`config.mk`:
```
export PLATFORM = sky130hd
export DESIGN_NAME = param_multicycle_core
export DESIGN_NICKNAME = d
export VERILOG_FILES = /design/src/rtl/core_pkg.sv /design/src/rtl/core_alu.sv /design/src/rtl/param_multicycle_core.sv
export SDC_FILE = /design/constraint.sdc
export NUM_CORES = 1
export LEC_CHECK = 0
export BUFFER_PORTS_ARGS = -buffer_cell sky130_fd_sc_hd__buf_2
export CAP_MARGIN = 20
export CORE_MARGIN = 2
export CORE_UTILIZATION = 39
export DETAILED_ROUTE_END_ITERATION = 10
export GPL_TIMING_DRIVEN = 0
export SYNTH_ARGS = -nofsm -noshare
export SYNTH_HDL_FRONTEND = slang
export SYNTH_SLANG_ARGS = --single-unit
export TNS_END_PERCENT = 10
```
`constraint.sdc`:
```
create_clock -name clk -period 6.38 [get_ports clk]
set_input_delay 0.638 -clock clk [delete_from_list [all_inputs] [get_ports clk]]
set_output_delay 0.638 -clock clk [all_outputs]
set_load 0.03 [all_outputs]
```
`src/rtl/core_pkg.sv`:
```
// Shared encodings for the multi-cycle accumulator core: opcodes, system sub-codes,
// FSM states and register index names.
package core_pkg;

  localparam int unsigned NREGS = 4;

  localparam logic [3:0] OP_SYS      = 4'h0;
  localparam logic [3:0] OP_ADD      = 4'h1;
  localparam logic [3:0] OP_ADDI     = 4'h2;
  localparam logic [3:0] OP_SUB      = 4'h3;
  localparam logic [3:0] OP_MUL      = 4'h4;
  localparam logic [3:0] OP_NEG      = 4'h6;
  localparam logic [3:0] OP_BGEZ     = 4'h8;
  localparam logic [3:0] OP_BGEZ_ALT = 4'h9;
  localparam logic [3:0] OP_MOVE     = 4'hA;
  localparam logic [3:0] OP_ST       = 4'hB;
  localparam logic [3:0] OP_LD       = 4'hC;
  localparam logic [3:0] OP_LI       = 4'hD;
  localparam logic [3:0] OP_J        = 4'hE;

  // Full-byte encodings inside the OP_SYS group
  localparam logic [7:0] INSN_OUT  = 8'h02;
  localparam logic [7:0] INSN_HALT = 8'h0F;

  localparam logic [1:0] R0 = 2'd0;
  localparam logic [1:0] R1 = 2'd1;
  localparam logic [1:0] R2 = 2'd2;
  localparam logic [1:0] R3 = 2'd3;

  typedef enum logic [2:0] {
    S_IDLE,
    S_FETCH,
    S_EXEC,
    S_MEM,
    S_HALTED
  } state_t;

endpackage

```
`src/rtl/core_alu.sv`:
```
// Combinational arithmetic for the core: add, subtract, full-width multiply,
// negate and the signed >= 0 test used by BGEZ.
module core_alu #(
  parameter int unsigned DW = 8
) (
  input  logic [DW-1:0]   a,
  input  logic [DW-1:0]   b,
  output logic [DW-1:0]   add_c,
  output logic [DW-1:0]   sub_c,
  output logic [DW-1:0]   neg_c,
  output logic [2*DW-1:0] mul_c,
  output logic            ge_zero_c
);

  localparam int unsigned PW = 2 * DW;

  assign add_c     = a + b;
  assign sub_c     = a - b;
  assign neg_c     = DW'(0) - a;
  assign mul_c     = PW'(a) * PW'(b);
  assign ge_zero_c = ~a[DW-1];

endmodule

```
`src/rtl/param_multicycle_core.sv`:
```
// Multi-cycle accumulator core: fetch, execute and load/store share one memory
// port with a req/ready handshake; all outputs are registered.
module param_multicycle_core
  import core_pkg::*;
#(
  parameter int unsigned DW       = 8,
  parameter int unsigned AW       = 7,
  parameter int unsigned CW       = 16,
  parameter int unsigned RESET_PC = 32
) (
  input  logic          clk,
  input  logic          rst_n,
  input  logic          start,
  output logic          mem_req,
  output logic          mem_we,
  output logic [AW-1:0] mem_addr,
  output logic [DW-1:0] mem_wdata,
  input  logic [DW-1:0] mem_rdata,
  input  logic          mem_ready,
  output logic          out_valid,
  output logic [DW-1:0] out_data,
  output logic          halted,
  output logic [CW-1:0] cycle_count
);

  state_t        state;
  logic [AW-1:0] pc;
  logic [7:0]    ir;
  logic [DW-1:0] regs [NREGS];

  logic [3:0]    op;
  logic [1:0]    rd_i;
  logic [1:0]    rs_i;
  logic [DW-1:0] rd_v;
  logic [DW-1:0] rs_v;
  logic [DW-1:0] imm;
  logic [AW-1:0] pc_inc;
  logic [AW-1:0] next_pc;

  logic [DW-1:0]   add_c;
  logic [DW-1:0]   sub_c;
  logic [DW-1:0]   neg_c;
  logic [2*DW-1:0] mul_c;
  logic            ge_zero_c;

  assign op     = ir[7:4];
  assign rd_i   = ir[3:2];
  assign rs_i   = ir[1:0];
  assign rd_v   = regs[rd_i];
  assign rs_v   = regs[rs_i];
  assign imm    = DW'(ir[1:0]);
  assign pc_inc = pc + AW'(1);

  core_alu #(.DW(DW)) u_alu (
    .a         (rd_v),
    .b         (rs_v),
    .add_c     (add_c),
    .sub_c     (sub_c),
    .neg_c     (neg_c),
    .mul_c     (mul_c),
    .ge_zero_c (ge_zero_c)
  );

  // Program counter after the instruction currently held in ir
  always_comb begin
    next_pc = pc_inc;
    case (op)
      OP_BGEZ, OP_BGEZ_ALT: if (ge_zero_c) next_pc = AW'(rs_v);
      OP_J:                 next_pc = AW'(rd_v);
      OP_SYS:               if (ir == INSN_HALT) next_pc = pc;
      default:              ;
    endcase
  end

  always_ff @(posedge clk) begin
    if (!rst_n) begin
      state       <= S_IDLE;
      pc          <= AW'(RESET_PC);
      ir          <= '0;
      for (int i = 0; i < NREGS; i++) regs[i] <= '0;
      mem_req     <= 1'b0;
      mem_we      <= 1'b0;
      mem_addr    <= '0;
      mem_wdata   <= '0;
      out_valid   <= 1'b0;
      out_data    <= '0;
      halted      <= 1'b0;
      cycle_count <= '0;
    end else begin
      out_valid <= 1'b0;
      if ((state == S_FETCH || state == S_EXEC || state == S_MEM) && cycle_count != '1)
        cycle_count <= cycle_count + CW'(1);

      case (state)
        S_IDLE: begin
          if (start) begin
            state    <= S_FETCH;
            pc       <= AW'(RESET_PC);
            mem_req  <= 1'b1;
            mem_we   <= 1'b0;
            mem_addr <= AW'(RESET_PC);
          end
        end

        S_FETCH: begin
          if (mem_ready) begin
            ir      <= mem_rdata[7:0];
            state   <= S_EXEC;
            mem_req <= 1'b0;
          end
        end

        S_EXEC: begin
          pc <= next_pc;
          case (op)
            OP_ADD:  regs[R0] <= add_c;
            OP_ADDI: regs[rd_i] <= rd_v + imm;
            OP_SUB:  regs[R0] <= sub_c;
            OP_MUL: begin
              regs[R1] <= mul_c[2*DW-1:DW];
              regs[R0] <= mul_c[DW-1:0];
            end
            OP_NEG:  regs[R0] <= neg_c;
            OP_MOVE: regs[rd_i] <= rs_v;
            OP_LI:   regs[rd_i] <= imm;
            OP_J:    regs[R3] <= DW'(pc_inc);
            OP_SYS: begin
              if (ir == INSN_OUT) begin
                out_data  <= regs[R0];
                out_valid <= 1'b1;
              end
            end
            default: ;
          endcase

          // Pick the next bus transaction (or none when halting)
          if (op == OP_ST || op == OP_LD) begin
            state     <= S_MEM;
            mem_req   <= 1'b1;
            mem_we    <= (op == OP_ST);
            mem_addr  <= AW'(rs_v);
            mem_wdata <= rd_v;
          end else if (ir == INSN_HALT) begin
            state  <= S_HALTED;
            halted <= 1'b1;
          end else begin
            state    <= S_FETCH;
            mem_req  <= 1'b1;
            mem_we   <= 1'b0;
            mem_addr <= next_pc;
          end
        end

        S_MEM: begin
          if (mem_ready) begin
            if (op == OP_LD) regs[rd_i] <= mem_rdata;
            state    <= S_FETCH;
            mem_req  <= 1'b1;
            mem_we   <= 1'b0;
            mem_addr <= pc;
          end
        end

        S_HALTED: ;

        default: state <= S_IDLE;
      endcase
    end
  end

endmodule

```
==> results of run 1 <==
[layer usage]
| layer | up-vias | GRT usage (%) | wire [um] |
|---|---|---|---|
| met1 | 3404 | 31.55 | 10800 |
| met4 | 0 | 6.262 | 526 |
| met3 | 45 | 3.688 | 1641 |
| li1 | 3252 | - | - |
| met5 | - | 0 | 0 |
| met2 | 271 | 35.35 | 10810 |
[state kept, by name (all words and copies together), names as in the netlist, named ones only]
name	flops
pc	7
ir	8
halted	1
mem_wdata	8
cycle_count	16
out_data	8
mem_addr	7
out_valid	1
state	3
regs	32
mem_req	1
mem_we	1
[final timing paths]
| path | start | end | slack, ns | depth (start not counted) |
|---|---|---|---|---|
| max reg2reg | flop | regs[1][7] | 0.23 | 18 |
| max | flop | regs[1][7] | 0.23 | 18 |
| min reg2reg | mem_wdata[3] | mem_wdata[3] | 0.46 | 2 |
| min | mem_wdata[3] | mem_wdata[3] | 0.46 | 2 |
[area by class of cell]
class	count	area [sq um]	share of cell area, %
flip-flops and latches	97	2262	25.63
repair buffers	58	302.8	3.430
clock buffers	10	229.0	2.594
well taps	270	337.8	3.827
multi-input cells	685	5190	58.80
plain buffers	41	195.2	2.211
inverters	65	244.0	2.764
clock inverters	6	66.31	0.7512
[cell families after synthesis]
group                    synth area share (%)
buffers and inverters                   5.610
flip-flops                              28.65
XOR/XNOR                                5.769
AO/OA/AOI/OAI                           14.52
multiplexers                            8.130
AND/OR/NAND/NOR                         19.76
adder cells (fa/ha/maj)                 17.56
[cells in the final DEF (no fill, tap or decap), types with 4 or more instances in the layout]
master	instances
a211oi_1	7
a21o_1	7
a21oi_1	55
a222oi_1	4
a31oi_1	7
and2_1	12
buf_2	67
buf_6	5
clkbuf_1	23
clkbuf_16	9
dfxtp_1	65
edfxtp_1	32
fa_1	38
ha_1	50
inv_1	62
mux2_2	11
mux2i_1	27
mux4_2	11
nand2_1	83
nand2b_1	12
nand3_1	18
nand3b_1	7
nand4_1	9
nor2_1	115
nor2b_1	8
nor3_1	20
o211ai_1	5
o21a_1	4
o21ai_0	42
o22ai_1	16
xnor2_1	33
xor2_1	19
[stage by stage]
stage / total power [mW] / hold WS, ns / setup TNS (ns)
floorplan: 1.069 / 0.4883 / 0
global placement: 1.223 / 0.4457 / -0.1356
detailed placement: 1.226 / 0.4498 / -0.07264
CTS: 1.782 / 0.4601 / 0
global route: 1.873 / 0.4799 / 0
finish: 1.781 / 0.4551 / 0
[tightest hold or removal path, cell delays in order, from the launching register on]
cell	delay, ns
dfxtp_1	0.31
nand2_1	0.05
a21oi_1	0.05
[report_power, final]
part           internal, mW  switching [mW]  leakage [nW]  total [mW]
clock network         0.306           0.252         0.143       0.559
logic                 0.202           0.352          2.62       0.554
registers             0.654          0.0142         0.857       0.669
total                  1.16           0.618          3.62        1.78
[cells in the mapped netlist (all sizes together), types with 24 or more instances]
master,number,area share [%]
fa,38,9.6
inv,63,3.0
clkbuf,24,1.2
nor2,117,5.9
xnor2,33,3.7
a21oi,55,3.5
nand2,83,3.9
ha,50,7.9
o21ai,47,3.1
mux2i,27,3.4
dfxtp,65,16
edfxtp,32,12
[what timing repair did]
item / 4_1_cts / 5_1_grt
setup endpoints to repair: 1 / 1
gates resized for setup: 0 / 1
gates cloned: 0 / 0
setup buffers: 0 / 0
==> metrics.yaml, run 1 <==
grt_pass1_wl_um: 37120
p_per_area_mw_per_mm2: 201.8
cts_root_buffer: "clkbuf_16"
syn2layout_area_growth_pct: 11.81
finalHoldViolCount: 0
yosysWarningCount: 0
fp.dieW_um: 146.3
initial_utilization_pct: 39.40
worst-setup-path-type: "reg -> reg"
cts_hold_buffers: 0
drt_iter0_drc: 562
synth_cells: 889
endpoint_kind: "flop"
dpl_cell_area_sq_mm: 0.008519
wl_um: 23780
clock-skew-final_ns: 0.008660
cts_buffer_depth: 2
core_region_area_sq_mm: 0.02004
tightest_slew_ns: 0.9603
synth_seq_cells: 97
critPathMaxStageDelay_ns: 0.60
p_leak_nw: 3.616
crit_path_start_kind: "flop"
cts_tree: "yes"
antenna_found_initial: 0
dpl_worst_slack_ns: -0.07264
grt_pass1_vias: 6553
worst-path-buf-inv: 5
slowest_stage: "o21ai_1"
htree_num_levels: 3
crit_path_cell_trace: "buf_6 -> buf_2 -> mux2_2 -> o21ai_1 -> buf_6 -> nor2_1 -> fa_1 -> fa_1 -> fa_1 -> inv_1 -> fa_1 -> inv_1 -> ha_1 -> or4_1 -> o2111ai_1 -> a21oi_1 -> xnor2_1 -> o22ai_1"
numClockSinks: 97
std_cell_rows: 52
rsz0062_at_grt: "no"
hpwl_um: 18190
critical_path.top_delay_family: "adder cells"
synthesis.area_sq_mm: 0.007895
max_freq_ghz: 0.1625
drt-wirelength-per-cell_um: 19.30
synthFlopType: "dfxtp_1"
vias: 6972
design_area_sq_mm: 0.008827
cp_max_fo: 10
gr-total-overflow: 0
max_cap_violations: 0
maxSlewViolCount: 0
via_per_inst: 5.659
hold_class: "reg -> reg"
placedCellCount: 1215
setup_viol: 0
relSlewSlack_pct: 35.70
async_flop_share_pct: 0
track_usage_pct: 22.29
postLayoutSetupSlackWorst_ns: 0.2261
layout-drive-gt1-share_pct: 13.62
required_ns: 6.43
ios: 55
fin_nets: 1057
fin_util_pct: 44.05
place_congestion: 0.9414
grt_max_degree: 18
synth_fp_nets: 989
final_cells: 1232
drc: 0
diodes: 0
ir_drop_uv: 131.2
worstPathArrival_ns: 6.21
fin_crit_ns: 6.154
avgSynthCellArea_sq_um: 8.881
cts_made_buffers: 9
yosysSeqAreaShare_pct: 28.65
worstSkewPairLatency_ns: 0.35
post-route-period-util_pct: 96.46
synth_edf_count: 32
ant_nets: 0
drt-pass1-iter-count: 5
fillers: 2042
synthDistinctLibCells: 76
clk_pin_slew_ns: 0.07
dieArea_sq_mm: 0.02140
outcome: "finished clean"
die_height_um: 146.3
io_buffers: 54
crit_top_cell: "fa_1"
No activity file was read; power rests on OpenSTA's default activity.
==> inputs of run 2 (changes only) <==
SYNTH_HIERARCHICAL = 1   (was unset)
==> run 2 against run 1 <==
Hold slack worse by 0.0083 ns. Synthesized cell count is 0.90% higher. Non-clock buffer count is 2 lower. Critical path depth is 1 higher. Sequential power hardly changed. Clock-buffer cell count stayed put. Cell count is 0.41% higher. Global-route usage is 1.4 points lower. Total power is 0.67% lower. Critical endpoint unchanged.
==> metrics.yaml, run 2 <==
outcome: "finished clean"
cts_buffer_depth: 2
die_height_um: 148.7
tns_ns: 0
synth_edf_count: 32
yosys-top-cells-count: "nor2_1, inv_1, nand2_1"
synthesis.area_sq_mm: 0.008162
required_ns: 6.58
layout_commonest_cell: "nor2_1"
drt-pass1-iter-count: 6
endpoint_kind: "flop"
largest_register_ff_count: 32
post_cts_buffers: 0
drt_iter0_drc: 514
ir_drop_uv: 145.0
yosysWarningCount: 6
async_flop_share_pct: 0
core_region_area_sq_mm: 0.02036
grt_pass1_wl_um: 35970
cts_root_buffer: "clkbuf_16"
io_buffers: 53
synth_seq_cells: 97
rsz0062_at_grt: "no"
yosysSeqAreaShare_pct: 27.72
setup_viol: 0
synth.area.top_cells: "dfxtp_1, edfxtp_1, fa_1, ha_1, nor2_1"
slowest_stage: "mux4_2"
synthFlopType: "dfxtp_1"
worst-setup-path-type: "reg -> reg"
max_freq_ghz: 0.1674
grt_max_degree: 18
p_total_mw: 1.769
cts-resized-gates: 0
yosysMostFrequentCell: "nor2_1"
fin_util_pct: 44.51
placedCellCount: 1220
track_usage_pct: 20.89
via_per_inst: 5.554
drc: 0
dpl_cell_area_sq_mm: 0.008765
grt_pass1_vias: 6414
layout-drive-gt1-share_pct: 13.77
syn2layout_area_growth_pct: 11.07
cts_made_buffers: 9
drt-wirelength-per-cell_um: 18.32
design_area_sq_mm: 0.009065
synth_cells: 897
avgSynthCellArea_sq_um: 9.099
gr-total-overflow: 0
htree_num_levels: 3
ios: 55
whs_ns: 0.4468
regMostFlops: "regs"
mostFrequentLayoutCells: "nor2_1, inv_1, nand2_1"
worstSkewPairLatency_ns: 0.35
crit_path_start_kind: "flop"
fin_crit_ns: 5.973
std_cell_rows: 52
synth_top_area_cell: "dfxtp_1"
hpwl_um: 17510
relSlewSlack_pct: 35.74
multi_input_area_sq_mm: 0.005385
tightest_slew_ns: 0.9597
cts_hold_buffers: 0
cp_max_fo: 10
hold_class: "reg -> reg"
synth_top_area_share_pct: 15.94
regArea_sq_mm: 0.002262
finalHoldViolCount: 0
ant_nets: 0
top_regs: "regs x32, cycle_count x16"
post-route-period-util_pct: 93.61
clock-skew-final_ns: 0.006622
wl_um: 22670
vias: 6870
crit_top_cell: "fa_1"
antenna_found_initial: 0
numClockSinks: 97
synth_fp_nets: 1004
synthDistinctLibCells: 84
fin_nets: 1068
postLayoutSetupSlackWorst_ns: 0.4074
fillers: 2037
critPathMaxStageDelay_ns: 0.70
maxSlewViolCount: 0
dieArea_sq_mm: 0.02210
final_cells: 1237
worstPathArrival_ns: 6.17
cts_tree: "yes"
p_leak_nw: 3.823
max_cap_violations: 0
fp.dieW_um: 148.7
p_per_area_mw_per_mm2: 195.2
initial_utilization_pct: 40.08
crit_path_cell_trace: "buf_6 -> mux4_2 -> clkbuf_1 -> and2_1 -> fa_1 -> fa_1 -> fa_1 -> inv_1 -> fa_1 -> inv_1 -> ha_1 -> buf_6 -> a21o_1 -> a221o_1 -> a21oi_1 -> a21bo_1 -> a211oi_1 -> nand2_1 -> o21ai_1"
place_congestion: 0.8700
dpl_worst_slack_ns: 0.4787
clk_pin_slew_ns: 0.07
## run 2: cell types whose count changed in the layout (fill, tap and decap cells not counted), sizes merged, moves of 7 or more
cell / change
xnor2: -7
nand2b: -8
inv: +16
and2: +18
mux2: -11
a21oi: -17
a221oi: +10
o22ai: -7
nand3: +7
nor2: -16
a22oi: +10
o21ai: -9
## run 2: worst max-delay path: cells and delay by family, from the launching register on
family,cells,cell delay [ns]
flip-flops,1,0.33
AO/OA/AOI/OAI,6,1.41
multiplexers,1,0.70
AND/OR/NAND/NOR,2,0.44
buffers and inverters,5,0.76
adder cells (fa/ha/maj),5,2.17
## run 2: final cells by class
cell class,instances,area share [%]
plain buffers,44,2.443
multi-input cells,678,59.41
well taps,270,3.727
diodes,1,0.02761
inverters,78,3.230
clock buffers,10,2.761
clock inverters,6,0.5245
flip-flops and latches,97,24.96
repair buffers,53,2.926
## run 2: power by group
part / switching [mW] / internal [mW]
Combinational: 0.346 / 0.214
Clock: 0.249 / 0.293
Sequential: 0.0130 / 0.654
## run 2: cell families (layout without fill, tap and decap cells)
kind of cell / Yosys count / in the layout / synth area share, %
AOI/OAI and AO/OA: 171 / 171 / 14.66
xor gates and xnor gates: 49 / 49 / 5.258
adders and majority gates: 95 / 95 / 18.15
buffers and inverters: 122 / 191 / 6.301
DFF: 97 / 97 / 27.72
muxes: 43 / 43 / 7.727
other: 0 / 1 / 0
and+or+nand+nor: 320 / 320 / 20.19
## run 2: routing by layer
metal | routed length [um] | share of wire (%) | track usage [%]
met1 | 10880 | 48 | 32.29
met2 | 9671 | 43 | 30.05
met3 | 1855 | 8.2 | 4.540
met4 | 258 | 1.1 | 3.810
met5 | 0 | 0 | 0
## run 2: path summary, 6_finish.rpt
path	from	endpoint	slack, ns	depth (start not counted)
worst max-delay path	flop	regs[1][7]	0.41	19
worst min-delay path	mem_we	mem_we	0.45	2
worst max register to register	flop	regs[1][7]	0.41	19
worst min register to register	mem_we	mem_we	0.45	2
==> inputs of run 3 (changes only) <==
CORE_UTILIZATION = 49   (was 39)
PLACE_DENSITY = 0.67   (was unset)
==> run 3 against run 2 <==
Sequential power is essentially flat. Design area shrank 0.68%. Critical path depth is the same. Total power grew 0.14%. Critical path type unchanged. Clock-buffer cell count grew 2. Largest cell class unchanged. First-iteration DRC count grew 20%. Critical endpoint unchanged. Global-route usage grew 4.7 points. Register-to-register slack gained 0.08 ns. Worst setup slack gained 0.081 ns.
==> metrics.yaml, run 3 (synthesized netlist as in run 2, its figures left out) <==
hpwl_um: 17000
p_total_mw: 1.772
wl_um: 22230
dieArea_sq_mm: 0.01771
largest_register_ff_count: 32
ir_drop_uv: 133.0
clk_pin_slew_ns: 0.07
grt_pass1_wl_um: 35080
htree_num_levels: 3
postLayoutSetupSlackWorst_ns: 0.4889
antenna_found_initial: 0
fillers: 1529
drt_iter0_drc: 616
rsz0062_at_grt: "no"
cts-resized-gates: 0
hold_class: "reg -> reg"
via_per_inst: 5.884
cts_root_buffer: "clkbuf_16"
dpl_cell_area_sq_mm: 0.008702
fp.dieW_um: 133.1
critical_path.top_delay_family: "adder cells"
outcome: "finished clean"
critPathMaxStageDelay_ns: 0.71
endpoint_kind: "flop"
p_per_area_mw_per_mm2: 196.8
cts_hold_buffers: 0
regMostFlops: "regs"
cts_made_buffers: 9
maxSlewViolCount: 0
place_congestion: 0.9174
drt-pass1-iter-count: 5
worst-setup-path-type: "reg -> reg"
io_buffers: 53
ant_nets: 0
crit_path_cell_trace: "buf_6 -> mux4_2 -> clkbuf_1 -> and2_1 -> fa_1 -> fa_1 -> fa_1 -> inv_1 -> fa_1 -> inv_1 -> ha_1 -> buf_6 -> a21o_1 -> a221o_1 -> a21oi_1 -> a21bo_1 -> a211oi_1 -> nand2_1 -> o21ai_1"
grt_pass1_vias: 6338
layout_commonest_cell: "nor2_1"
initial_utilization_pct: 49.74
drc: 0
dpl_worst_slack_ns: 0.4964
diodes: 0
std_cell_rows: 47
relSlewSlack_pct: 33.60
cp_max_fo: 10
tightest_slew_ns: 0.9916
tns_ns: 0
seqPwrFrac_pct: 37.7
placedCellCount: 1170
required_ns: 6.59
clock-skew-final_ns: 0.005802
ios: 55
whs_ns: 0.4522
crit_path_start_kind: "flop"
slowest_stage: "mux4_2"
p_sw_mw: 0.6016
numClockSinks: 97
combPwrFrac_pct: 31.6
crit_top_cell: "fa_1"
drt-wirelength-per-cell_um: 18.74
worstSkewPairLatency_ns: 0.35
p_clk_share_pct: 30.7
core_region_area_sq_mm: 0.01641
finalHoldViolCount: 0
worst-path-buf-inv: 5
vias: 6978
grt_max_degree: 17
p_leak_nw: 3.817
syn2layout_area_growth_pct: 10.32
max_cap_violations: 0
setup_viol: 0
layout-drive-gt1-share_pct: 13.66
die_height_um: 133.1
track_usage_pct: 25.55
power.internal_mw: 1.170
cts_buffer_depth: 2
post-route-period-util_pct: 92.34
mostFrequentLayoutCells: "nor2_1, inv_1, nand2_1"
max_freq_ghz: 0.1697
post_cts_buffers: 0
cts_tree: "yes"
worstPathArrival_ns: 6.10
fin_nets: 1068
fin_util_pct: 54.88
gr-total-overflow: 0
fin_crit_ns: 5.891
switching_share_pct: 33.95
design_area_sq_mm: 0.009004
final_cells: 1186
top_regs: "regs x32, cycle_count x16"
==> run 3: power groups by stage <==
stage	registers, mW	clock network (mW)	logic, mW
after floorplan	0.690	0	0.406
after global placement	0.680	0	0.547
after detailed placement	0.681	0	0.554
after CTS	0.667	0.548	0.558
after global routing	0.669	0.566	0.629
final	0.668	0.544	0.561
==> run 3: cell type report <==
type                    count  area, sq um  share of cell area (%)
multi-input cells         678         5385                   59.81
flip-flops and latches     97         2262                   25.13
inverters                  78        292.8                   3.252
well taps                 220        275.3                   3.057
clock buffers              12        267.8                   2.974
repair buffers             53        265.3                   2.946
plain buffers              44        221.5                   2.460
clock inverters             4        33.78                  0.3752
==> run 3: worst min-delay path, delay by kind of cell, from the launching register on <==
kind / cells / cell delay, ns
AOI/OAI and AO/OA: 1 / 0.05
and+or+nand+nor: 1 / 0.05
DFF: 1 / 0.31
==> run 3: worst paths after layout <==
path	from	endpoint	slack, ns	depth (start not counted)
max reg2reg	flop	regs[1][7]	0.49	19
max	flop	regs[1][7]	0.49	19
min	mem_we	mem_we	0.45	2
min reg2reg	mem_we	mem_we	0.45	2
==> run 3: routing by layer <==
layer / vias up / share of wire, % / global-route usage, % / wire length [um]
met3: 33 / 8.8 / 5.249 / 1966
li1: 3283 / - / - / -
met2: 329 / 43 / 37.82 / 9561
met5: - / 0 / 0 / 0
met1: 3333 / 46 / 38.11 / 10280
met4: 0 / 1.9 / 6.452 / 419
